===== src/rtl/echo_controller.sv =====
// echo_controller
//   Stereo echo sequencer. Once per audio frame it reads a delayed L/R pair
//   from an external single-port sample RAM used as a circular delay line
//   (left/right interleaved), mixes it with the incoming pair at a
//   programmable gain, writes the new pair back and presents the mix.
//
//   Build option: FEEDBACK_EN
//     defined   : the delay line is written with the saturated mix
//                 (recirculating echo that decays by gain per pass)
//     undefined : the delay line is written with the dry input (single echo)
//
// Ports
//   clk        system clock
//   reset      asynchronous active-low reset
//   i_valid    single-cycle frame strobe, accepted only in IDLE
//   i_l_data   left input sample (signed)
//   i_r_data   right input sample (signed)
//   delay_len  delay in frames, 0 selects ram_depth frames
//   gain       echo gain, unsigned Q0.4
//   mem_addr   RAM address {frame_ptr, ch}, ch 0 = left, 1 = right
//   mem_we     RAM write enable
//   mem_wdata  RAM write data
//   mem_rdata  RAM read data, valid one cycle after the address
//   o_valid    single-cycle output strobe
//   o_l_data   left mixed output (signed), held until the next frame
//   o_r_data   right mixed output (signed), held until the next frame
//   busy       FSM is not in IDLE
//   overrun    sticky, set by a dropped i_valid, cleared only by reset

module echo_controller #(
  parameter int d_width       = 24,
  parameter int address_width = 4,
  parameter int ram_depth     = 16
) (
  input  logic                     clk,
  input  logic                     reset,
  input  logic                     i_valid,
  input  logic [d_width-1:0]       i_l_data,
  input  logic [d_width-1:0]       i_r_data,
  input  logic [address_width-1:0] delay_len,
  input  logic [3:0]               gain,
  output logic [address_width:0]   mem_addr,
  output logic                     mem_we,
  output logic [d_width-1:0]       mem_wdata,
  input  logic [d_width-1:0]       mem_rdata,
  output logic                     o_valid,
  output logic [d_width-1:0]       o_l_data,
  output logic [d_width-1:0]       o_r_data,
  output logic                     busy,
  output logic                     overrun
);

  // state | meaning
  // ------+---------------------------------------------------------
  // INIT  | clear all 2*ram_depth RAM words, ascending, one per cycle
  // IDLE  | wait for i_valid, latch inputs and compute read pointer
  // RD_L  | present {rd_ptr,0}
  // RD_R  | present {rd_ptr,1}, capture delayed left
  // MIX   | capture delayed right
  // WR_L  | write {wr_ptr,0}
  // WR_R  | write {wr_ptr,1}, register the mixed outputs
  // DONE  | o_valid high, advance wr_ptr
  typedef enum logic [2:0] {
    INIT, IDLE, RD_L, RD_R, MIX, WR_L, WR_R, DONE
  } state_t;

  localparam int CW = address_width + 2;
  localparam logic [CW-1:0] INIT_LEN = CW'(2 * ram_depth);

  state_t                   state_q, state_d;
  logic [CW-1:0]            init_cnt_q, init_cnt_d;
  logic [address_width-1:0] wr_ptr_q, wr_ptr_d;
  logic [address_width-1:0] rd_ptr_q, rd_ptr_d;
  logic [d_width-1:0]       in_l_q, in_l_d;
  logic [d_width-1:0]       in_r_q, in_r_d;
  logic [3:0]               gain_q, gain_d;
  logic [d_width-1:0]       del_l_q, del_l_d;
  logic [d_width-1:0]       del_r_q, del_r_d;
  logic [address_width:0]   mem_addr_q, mem_addr_d;
  logic                     mem_we_q, mem_we_d;
  logic [d_width-1:0]       mem_wdata_q, mem_wdata_d;
  logic                     o_valid_q, o_valid_d;
  logic [d_width-1:0]       o_l_q, o_l_d;
  logic [d_width-1:0]       o_r_q, o_r_d;
  logic                     overrun_q, overrun_d;

  logic [d_width-1:0]       mix_l, mix_r;
  logic [d_width-1:0]       wr_l_data, wr_r_data;

  // in + ((delayed * gain) >>> 4), clamped to the signed d_width range.
  // Gain is zero-extended so the product stays signed.
  function automatic logic [d_width-1:0] mix_sat(
    input logic [d_width-1:0] dry,
    input logic [d_width-1:0] dly,
    input logic [3:0]         g
  );
    logic signed [d_width+4:0] prod;
    logic signed [d_width+4:0] sum;
    prod = $signed(dly) * $signed({1'b0, g});
    sum  = $signed(dry) + (prod >>> 4);
    if (sum > $signed({6'b0, {(d_width-1){1'b1}}}))
      return {1'b0, {(d_width-1){1'b1}}};
    else if (sum < $signed({6'b111111, {(d_width-1){1'b0}}}))
      return {1'b1, {(d_width-1){1'b0}}};
    else
      return sum[d_width-1:0];
  endfunction

  assign mix_l = mix_sat(in_l_q, del_l_q, gain_q);
  assign mix_r = mix_sat(in_r_q, del_r_q, gain_q);

`ifdef FEEDBACK_EN
  assign wr_l_data = mix_l;
  assign wr_r_data = mix_r;
`else
  assign wr_l_data = in_l_q;
  assign wr_r_data = in_r_q;
`endif

  // Memory-side and output registers are loaded from the next-state
  // decision so they line up with state_q and read zero during reset.
  always_comb begin
    state_d     = state_q;
    init_cnt_d  = init_cnt_q;
    wr_ptr_d    = wr_ptr_q;
    rd_ptr_d    = rd_ptr_q;
    in_l_d      = in_l_q;
    in_r_d      = in_r_q;
    gain_d      = gain_q;
    del_l_d     = del_l_q;
    del_r_d     = del_r_q;
    mem_addr_d  = mem_addr_q;
    mem_we_d    = 1'b0;
    mem_wdata_d = mem_wdata_q;
    o_valid_d   = 1'b0;
    o_l_d       = o_l_q;
    o_r_d       = o_r_q;
    overrun_d   = overrun_q | (i_valid & (state_q != IDLE));

    case (state_q)
      INIT: begin
        if (init_cnt_q != '0) begin
          // Down-counter from 2*ram_depth; its negation walks 0 .. 2*ram_depth-1.
          mem_we_d    = 1'b1;
          mem_addr_d  = -init_cnt_q[address_width:0];
          mem_wdata_d = '0;
          init_cnt_d  = init_cnt_q - CW'(1);
        end else begin
          mem_addr_d = '0;
          state_d    = IDLE;
        end
      end
      IDLE: begin
        if (i_valid) begin
          in_l_d     = i_l_data;
          in_r_d     = i_r_data;
          gain_d     = gain;
          // delay_len is only needed to form the read pointer, so the
          // pointer itself is what gets held for the frame.
          rd_ptr_d   = wr_ptr_q - delay_len;
          mem_addr_d = {wr_ptr_q - delay_len, 1'b0};
          state_d    = RD_L;
        end
      end
      RD_L: begin
        mem_addr_d = {rd_ptr_q, 1'b1};
        state_d    = RD_R;
      end
      RD_R: begin
        del_l_d = mem_rdata;
        state_d = MIX;
      end
      MIX: begin
        del_r_d     = mem_rdata;
        mem_we_d    = 1'b1;
        mem_addr_d  = {wr_ptr_q, 1'b0};
        mem_wdata_d = wr_l_data;
        state_d     = WR_L;
      end
      WR_L: begin
        mem_we_d    = 1'b1;
        mem_addr_d  = {wr_ptr_q, 1'b1};
        mem_wdata_d = wr_r_data;
        state_d     = WR_R;
      end
      WR_R: begin
        o_l_d     = mix_l;
        o_r_d     = mix_r;
        o_valid_d = 1'b1;
        state_d   = DONE;
      end
      DONE: begin
        wr_ptr_d = wr_ptr_q + address_width'(1);
        state_d  = IDLE;
      end
      default: state_d = IDLE;
    endcase
  end

  always_ff @(posedge clk or negedge reset) begin
    if (!reset) begin
      state_q     <= INIT;
      init_cnt_q  <= INIT_LEN;
      wr_ptr_q    <= '0;
      rd_ptr_q    <= '0;
      in_l_q      <= '0;
      in_r_q      <= '0;
      gain_q      <= '0;
      del_l_q     <= '0;
      del_r_q     <= '0;
      mem_addr_q  <= '0;
      mem_we_q    <= 1'b0;
      mem_wdata_q <= '0;
      o_valid_q   <= 1'b0;
      o_l_q       <= '0;
      o_r_q       <= '0;
      overrun_q   <= 1'b0;
    end else begin
      state_q     <= state_d;
      init_cnt_q  <= init_cnt_d;
      wr_ptr_q    <= wr_ptr_d;
      rd_ptr_q    <= rd_ptr_d;
      in_l_q      <= in_l_d;
      in_r_q      <= in_r_d;
      gain_q      <= gain_d;
      del_l_q     <= del_l_d;
      del_r_q     <= del_r_d;
      mem_addr_q  <= mem_addr_d;
      mem_we_q    <= mem_we_d;
      mem_wdata_q <= mem_wdata_d;
      o_valid_q   <= o_valid_d;
      o_l_q       <= o_l_d;
      o_r_q       <= o_r_d;
      overrun_q   <= overrun_d;
    end
  end

  assign mem_addr  = mem_addr_q;
  assign mem_we    = mem_we_q;
  assign mem_wdata = mem_wdata_q;
  assign o_valid   = o_valid_q;
  assign o_l_data  = o_l_q;
  assign o_r_data  = o_r_q;
  assign overrun   = overrun_q;
  assign busy      = (state_q != IDLE);

endmodule


===== config.mk =====
export PLATFORM = sky130hd
export DESIGN_NAME = echo_controller
export DESIGN_NICKNAME = d
export VERILOG_FILES = /design/src/rtl/echo_controller.sv
export SDC_FILE = /design/constraint.sdc
export NUM_CORES = 1
export LEC_CHECK = 0
export CORE_MARGIN = 4
export CORE_UTILIZATION = 38
export DETAILED_ROUTE_END_ITERATION = 16
export DONT_BUFFER_PORTS = 1
export GPL_ROUTABILITY_DRIVEN = 0
export GPL_TIMING_DRIVEN = 0
export HOLD_SLACK_MARGIN = 0.12
export SETUP_SLACK_MARGIN = 0.5
export SLEW_MARGIN = 20
export SYNTH_ARGS = -nofsm -noshare
export SYNTH_HDL_FRONTEND = slang
export SYNTH_SLANG_ARGS = --single-unit

===== constraint.sdc =====
create_clock -name clk -period 9.42 [get_ports clk]
set_input_delay 0.942 -clock clk [delete_from_list [all_inputs] [get_ports clk]]
set_output_delay 0.942 -clock clk [all_outputs]
set_load 0.01 [all_outputs]

# Word-level counts from Yosys, hierarchy flattened

Cells that the tools add are included.
W data, S select, Z words.

Magnitude comparators: 4
Multiplexer cells: 15
Equal/unequal tests: 11
Reduce and logical (&&, ||, !) cells: 10
Divide/modulo/power cells: 0
Multipliers: 2
Shift operators: 0
Bitwise logic cells: 2
Add/subtract/negate cells: 6

Operator list:

| operator               | count |
|---|---|
| $mux W24               | 5 |
| $pmux W24 S3           | 1 |
| $mul A24 B5 Y29        | 2 |
| $add A24 B25 Y26       | 2 |
| $gt A26 B24 Y1 const B | 2 |
| $lt A26 B24 Y1 const B | 2 |
| $pmux W5 S5            | 1 |
| $pmux W3 S8            | 1 |
| $eq A3 B3 Y1 const B   | 4 |
| $mux W5                | 2 |
| $reduce_and A2 Y1      | 5 |
| $eq A3 B2 Y1 const B   | 2 |
| $mux W3                | 2 |
| $ne A2 B2 Y1 const B   | 3 |
| $reduce_bool A6 Y1     | 1 |
| $sub A6 B1 Y6 const B  | 1 |
| $neg A5 Y5             | 1 |
| $reduce_bool A5 Y1     | 1 |
| $add A4 B1 Y4 const B  | 1 |
| $sub A4 B4 Y4          | 1 |
| $eq A3 B1 Y1 const B   | 1 |
| $logic_not A3 Y1       | 1 |
| $ne A3 B1 Y1 const B   | 1 |
| $reduce_bool A3 Y1     | 1 |
| other kinds (5)        | 6 |

Memories kept: 0
Latch bits: 0
Flip-flop bits (word level): 197
Logic and storage cells: 66
Bits in writable memories: 0
Input port bits: 83
Output and inout port bits: 81
Memory bits (read-only): 0

# Logic depth before layout (Yosys ltp)

Gate-level depths: netlist of run 1.

Word-level depth: 5
Depth in mapped cells: 30

# Least setup slack after synthesis of run 1

No wires, ideal clock.

Path type: flip-flop to flip-flop
Start point: register gain_q[2]
End point: register o_r_q[18] (netlist: o_r_data[18])
Stages on the path, launching flop included: 30
Period minus slack after synthesis: 6.830 ns
Slack: 2.590 ns
Data arrival time: 6.703 ns
Path buffers: 3
Required time: 9.293 ns
Cell sequence: dfrtp_1 -> clkbuf_1 -> clkbuf_1 -> and2_1 -> ha_1 -> fa_1 -> inv_1 -> fa_1 -> inv_1 -> ha_1 -> and4_1 -> a221o_1 -> nand3_1 -> a2111oi_0 -> o21a_1 -> a41o_1 -> a21boi_0 -> o21bai_1 -> xor2_1 -> ha_1 -> and3_1 -> a221o_1 -> o21bai_1 -> a311oi_1 -> nor2_1 -> a21oi_2 -> nor4_2 -> o41ai_4 -> buf_6 -> o22ai_2

Longest elaborated chain between the ends: 5
Elaborated cells on any way between the ends: 6
Classes of those cells: add/sub (1); mul (1); order compare (2); mux (2)

Ends and longest elaborated chain:

| what                   | RTL line | source |
|---|---|---|
| start, declared        | 76       | `logic [3:0] gain_q, gain_d;` |
| start signal, assigned | 225      | `gain_q <= gain_d;` |
| $mul A24 B5 Y29 *      | 99       | `prod = $signed(dly) * $signed({1'b0, g});` |
| $add A24 B25 Y26 *     | 100      | `sum = $signed(dry) + (prod >>> 4);` |
| $lt A26 B24 Y1         | 103      | `else if (sum < $signed({6'b111111, {(d_width-1){1'b0}}}))` |
| $mux W24               | 103      |  |
| $mux W24 *             | 101      | `if (sum > $signed({6'b0, {(d_width-1){1'b1}}}))` |
| end signal, assigned   | 233      | `o_r_q <= o_r_d;` |
| end, declared          | 84       | `logic [d_width-1:0] o_r_q, o_r_d;` |

Mark *: on every way between the ends. The rest lies on a longest branch, timed or not.
A chain may end at the register's enable or synchronous reset.

# Final worst setup path of run 1

Start point: register gain_q[2]
End point: register o_r_q[8] (netlist: o_r_data[8])

The elaborated chain is that of the path after synthesis.

==> results of run 1 <==
==> registers in the layout, indices dropped and copies added, names as in the netlist, 5 cells and up <==
register,cells
in_l_q,24
o_r_data,24
mem_addr,5
o_l_data,24
init_cnt_q,6
in_r_q,24
mem_wdata,24
del_l_q,24
del_r_q,24
==> kinds of logic after synthesis <==
group                    after synthesis  synth area share (%)
XOR/XNOR                             101                 5.217
buffers and inverters                291                 6.685
adder cells (fa/ha/maj)              264                 23.86
AND/OR/NAND/NOR                      443                 13.74
AO/OA/AOI/OAI                        333                 14.21
multiplexers                         109                 7.202
flip-flops                           197                 29.08
==> worst reg2reg max path, delay by kind of cell (launching register included) <==
kind | cells | cell delay [ns]
AOI/OAI and AO/OA | 11 | 3.27
DFF | 1 | 0.38
buffers and inverters | 5 | 1.17
and+or+nand+nor | 7 | 1.25
xor gates and xnor gates | 1 | 0.26
adders and majority gates | 5 | 1.98
==> per-layer routing <==
metal  up-vias  global-route usage [%]  wire [um]
li1       5990                       -          -
met1      6346                   25.09      20320
met2       298                   32.20      21900
met3        47                   6.813       3846
met4        16                   4.445        728
met5         -                       0        119
==> through the flow <==
stage                     area [um2]  hold WS (ns)  utilization (%)  setup slack [ns]  instances
after floorplan                16960        0.4705                -             2.590       1738
after global placement         17700        0.4941            40.11            0.9538       2330
after detailed placement       17700        0.5008            40.11            0.8068       2330
after CTS                      18310        0.1648            41.50            0.7333       2362
after global routing           18310        0.1708            41.50            0.5624       2362
final                          18330        0.1978            41.53            0.9760       2367
==> synthesized netlist by cell type (all sizes together) (4+ instances only) <==
library cell	n
o21a	14
and4	5
nor4	7
nor2b	13
and3	13
nand3	23
nand2	95
a222oi	24
o311ai	4
xor2	37
inv	224
a211oi	14
a221o	24
a31oi	5
mux2i	5
a21oi	82
nor3	15
o211ai	5
a221oi	4
o22ai	25
nor2	89
a22oi	4
a21o	38
mux2	104
and2	153
a21boi	4
o21bai	13
dfrtp	196
fa	99
nand2b	12
o21ai	44
xnor2	64
nand4	8
ha	165
o31ai	5
buf	18
clkbuf	49
==> worst max-delay path by stage <==
stage | start | end | slack (ns) | depth (start not counted)
final | gain_q[2] | o_r_data[8] | 0.98 | 29
after global routing | gain_q[2] | o_r_data[8] | 0.56 | 29
after detailed placement | gain_q[2] | o_r_data[8] | 0.81 | 29
after global placement | gain_q[2] | o_r_data[8] | 0.95 | 29
after floorplan | gain_q[2] | o_r_data[18] | 2.59 | 29
after CTS | gain_q[2] | o_r_data[8] | 0.73 | 29
==> final cells by class <==
| cell class | count | area share (%) |
|---|---|---|
| Sequential cell | 197 | 26.91 |
| Clock inverter | 15 | 1.031 |
| Tap cell | 592 | 4.042 |
| Antenna cell | 5 | 0.06827 |
| Buffer | 67 | 1.604 |
| Clock buffer | 17 | 2.321 |
| Multi-Input combinational cell | 1250 | 59.44 |
| Inverter | 224 | 4.588 |
==> repair_timing <==
item | CTS | global route
hold buffers | 0 | 0
setup endpoints to repair | 0 | 42
resized for setup | 0 | 3
==> results_dict.tcl, run 1 <==
set metrics [dict create \
    cts_setup_buffers 0 \
    clockBufferDepth 2 \
    dieHeight_um 219.2 \
    crit_buf_inv 5 \
    cp_max_fo 10 \
    wl_per_cell_um 19.82 \
    syn2layout_area_growth_pct 8.080 \
    syn_nets 2085 \
    min_path_type "in -> async" \
    core_mm2 0.04412 \
    end_kind "register" \
    detail-route-antenna-nets 0 \
    synth_largest_area_cell "dfrtp_1" \
    die_area_mm2 0.04807 \
    rsz0062_at_grt "no" \
    syn_inst 1738 \
    slew_viol_final 0 \
    slowest_delay_ns 0.67 \
    num_rows 77 \
    cts_sinks 197 \
    synth_seq_area_share_pct 29.08 \
    syn_avg_cell_area_um2 9.756 \
    clk_pin_slew_worst_paths_ns 0.08 \
    drive_gt1_share_pct 9.774 \
    dp_hpwl_um 38340 \
    rr_endpoint "o_r_data[8]" \
    synth_seq_cells 197 \
    status "finished clean" \
    grt_pass1_wl_um 72750 \
    setup_viol 0 \
    ff2ff_path_depth 29 \
    dr.pass1.iters 7 \
    startpoint_type "register" \
    synth_edf_count 0 \
    start_util_pct 38.43 \
    cp_common_cell "ha_1" \
    avgViaCountPerCell 5.364 \
    slew_headroom_pct 35.81 \
    htree_levels 4 \
    finalCritPeriodShare_pct 89.64 \
    ys_warn_count 0 \
    io_pins 164 \
    drc 0 \
    die_w_um 219.2 \
    slowest_stage "a2111oi_1" \
    hold_violations 0 \
    syn-cell-area_mm2 0.01696 \
    grt_max_degree 198 \
    insertion_delay_ns 0.47 \
    grt_antenna_before_repair 15 \
    ctsRootBufferMaster "clkbuf_16" \
    final_cell_mix "inv_1 (224), dfrtp_1 (196), ha_1 (165)" \
    drtIter0Drc 843 \
    grt_pass1_vias 12590 \
    port_buffers 0 \
    synth.distinct_cells 79 \
    cp.arrival_ns 8.78 \
    cts_made_buffers 17 \
    regArea_mm2 0.004931 \
    vias 12700 \
    path_class "reg -> reg" \
    fill_cells 4378 \
    final_common_cell "inv_1" \
    dominantRegCellSynth "dfrtp_1" \
    overflow 0 \
    final.setup.tns_ns 0 \
    crit_required_ns 9.76 \
    grt_usage_pct 19.63 \
    timing.fmax_ghz 0.1184 \
    regToRegSetupSlack_ns 0.98 \
    cp_top_family "compound AO/OA/AOI/OAI gates" \
    multi_input_area_mm2 0.01089 \
    synth_top_cell_area_share_pct 28.93 \
    wl_um 46920 \
    cts_tree "yes" \
    nets 2104 \
    r2r-start "gain_q[2]" \
    min_period_ns 8.444 \
    cap_viol_max_count 0 \
    async_reset_ff_share_pct 100.0 \
    synth_area_leaders "dfrtp_1 (29%), ha_1 (12%), fa_1 (12%)" \
    fin_worst_skew_ns 0.01911 \
    tightest_slew_ns 0.9629 \
]
Power of run 1 is not shown: default switching activity piles up to over one toggle a cycle in this logic, so the estimate is an artifact.
==> run 2: changes to the inputs <==
--- a/config.mk
+++ b/config.mk
@@ -5,7 +5,6 @@
 export SDC_FILE = /design/constraint.sdc
 export NUM_CORES = 1
 export LEC_CHECK = 0
-export CORE_MARGIN = 4
 export CORE_UTILIZATION = 38
 export DETAILED_ROUTE_END_ITERATION = 16
 export DONT_BUFFER_PORTS = 1
==> results_dict.tcl, run 2 (synthesis results as in run 1) <==
set metrics [dict create \
    status "finished clean" \
    avgViaCountPerCell 5.373 \
    dieHeight_um 213.2 \
    timing.fmax_ghz 0.1216 \
    slowest_delay_ns 0.64 \
    die_w_um 213.2 \
    slew_viol_final 0 \
    met3_length_um 3731 \
    final_cell_mix "inv_1 (224), dfrtp_1 (196), ha_1 (165)" \
    drc 0 \
    fin_worst_skew_ns 0.01207 \
    dr.pass1.iters 7 \
    cts_sinks 197 \
    crit_required_ns 9.77 \
    end_kind "register" \
    startpoint_type "register" \
    hold_buffers 0 \
    grt_usage_pct 21.21 \
    syn2layout_area_growth_pct 8.161 \
    grt_max_degree 198 \
    ctsResizeCount 0 \
    cp.arrival_ns 8.57 \
    dp_hpwl_um 38110 \
    slowest_stage "a2111oi_1" \
    wl_um 46380 \
    min_path_type "in -> async" \
    crit_start "gain_q[2]" \
    port_buffers 0 \
    hold_violations 0 \
    final.setup.tns_ns 0 \
    r2r-start "gain_q[2]" \
    clockBufferDepth 2 \
    start_util_pct 38.43 \
    detail-route-antenna-nets 0 \
    nets 2104 \
    final_common_cell "inv_1" \
    rsz0062_at_grt "no" \
    min_period_ns 8.221 \
    cts_tree "yes" \
    cp_max_fo 10 \
    core_mm2 0.04412 \
    num_rows 77 \
    cts_setup_buffers 0 \
    cap_viol_max_count 0 \
    path_class "reg -> reg" \
    grt_antenna_before_repair 11 \
    grt_pass1_wl_um 73280 \
    overflow 0 \
    clk_pin_slew_worst_paths_ns 0.08 \
    wl_per_cell_um 19.60 \
    finalCritPeriodShare_pct 87.27 \
    htree_levels 4 \
    highest_layer "met5" \
    tightest_slew_ns 0.8844 \
    cts_made_buffers 17 \
    ctsRootBufferMaster "clkbuf_16" \
    io_pins 164 \
    setup_viol 0 \
    drive_gt1_share_pct 9.774 \
    met1_length_um 19830 \
    die_area_mm2 0.04547 \
    vias 12710 \
    cp_common_cell "ha_1" \
    grt_pass1_vias 12810 \
    slew_headroom_pct 41.04 \
    insertion_delay_ns 0.48 \
    drtIter0Drc 836 \
    wl_met2_um 21970 \
]
## run 2: cell types whose count changed in the layout (fill, tap and decap cells not counted), sizes merged
| cell | change |
|---|---|
| clkinv | -3 |
| inv | +2 |
| bufinv | +1 |
| diode | -1 |
## run 2: layer usage
| metal | up-vias | track usage (%) |
|---|---|---|
| met2 | 329 | 35.50 |
| met4 | 14 | 5.197 |
| met3 | 53 | 6.692 |
| met5 | - | 0 |
| li1 | 6001 | - |
| met1 | 6315 | 26.39 |
## run 2: through the flow
step	setup slack, ns	cells	utilization (%)	instance area [um2]	hold slack, ns
after floorplan	2.590	1738	-	16960	0.4705
after detailed placement	0.9409	2330	40.11	17700	0.5012
after global routing	0.5716	2363	41.55	18330	0.1554
final	1.199	2366	41.56	18340	0.1842
after CTS	0.8744	2362	41.54	18330	0.1531
after global placement	0.9516	2330	40.11	17700	0.4956
## run 2: worst paths after layout
kind / cells after the start / endpoint / slack, ns
max: 29 / o_r_data[22] / 1.20
min: 0 / init_cnt_q[3] / 0.18
max reg2reg: 29 / o_r_data[22] / 1.20
min reg2reg: 1 / wr_ptr_q[0] / 0.50
max in group asynchronous: 0 / mem_wdata[8] / 8.76
min in group clk: 1 / wr_ptr_q[0] / 0.50
## run 2: critical path, delay by kind of cell (launching register included)
kind,cells,cell delay (ns)
AO/OA/AOI/OAI,12,3.45
adder cells (fa/ha/maj),5,1.95
XOR/XNOR,1,0.22
buffers and inverters,5,1.10
flip-flops,1,0.38
AND/OR/NAND/NOR,6,0.98
## run 2: area by class of cell
class / count / area (um2)
Antenna cell: 4 / 10.01
Clock inverter: 15 / 205.2
Tap cell: 592 / 740.7
Buffer: 67 / 294.0
Inverter: 224 / 840.8
Multi-Input combinational cell: 1250 / 10890
Clock buffer: 17 / 425.4
Sequential cell: 197 / 4931
Fill cell: 4361 / 25780
Power of run 2 is left out for the same reason.
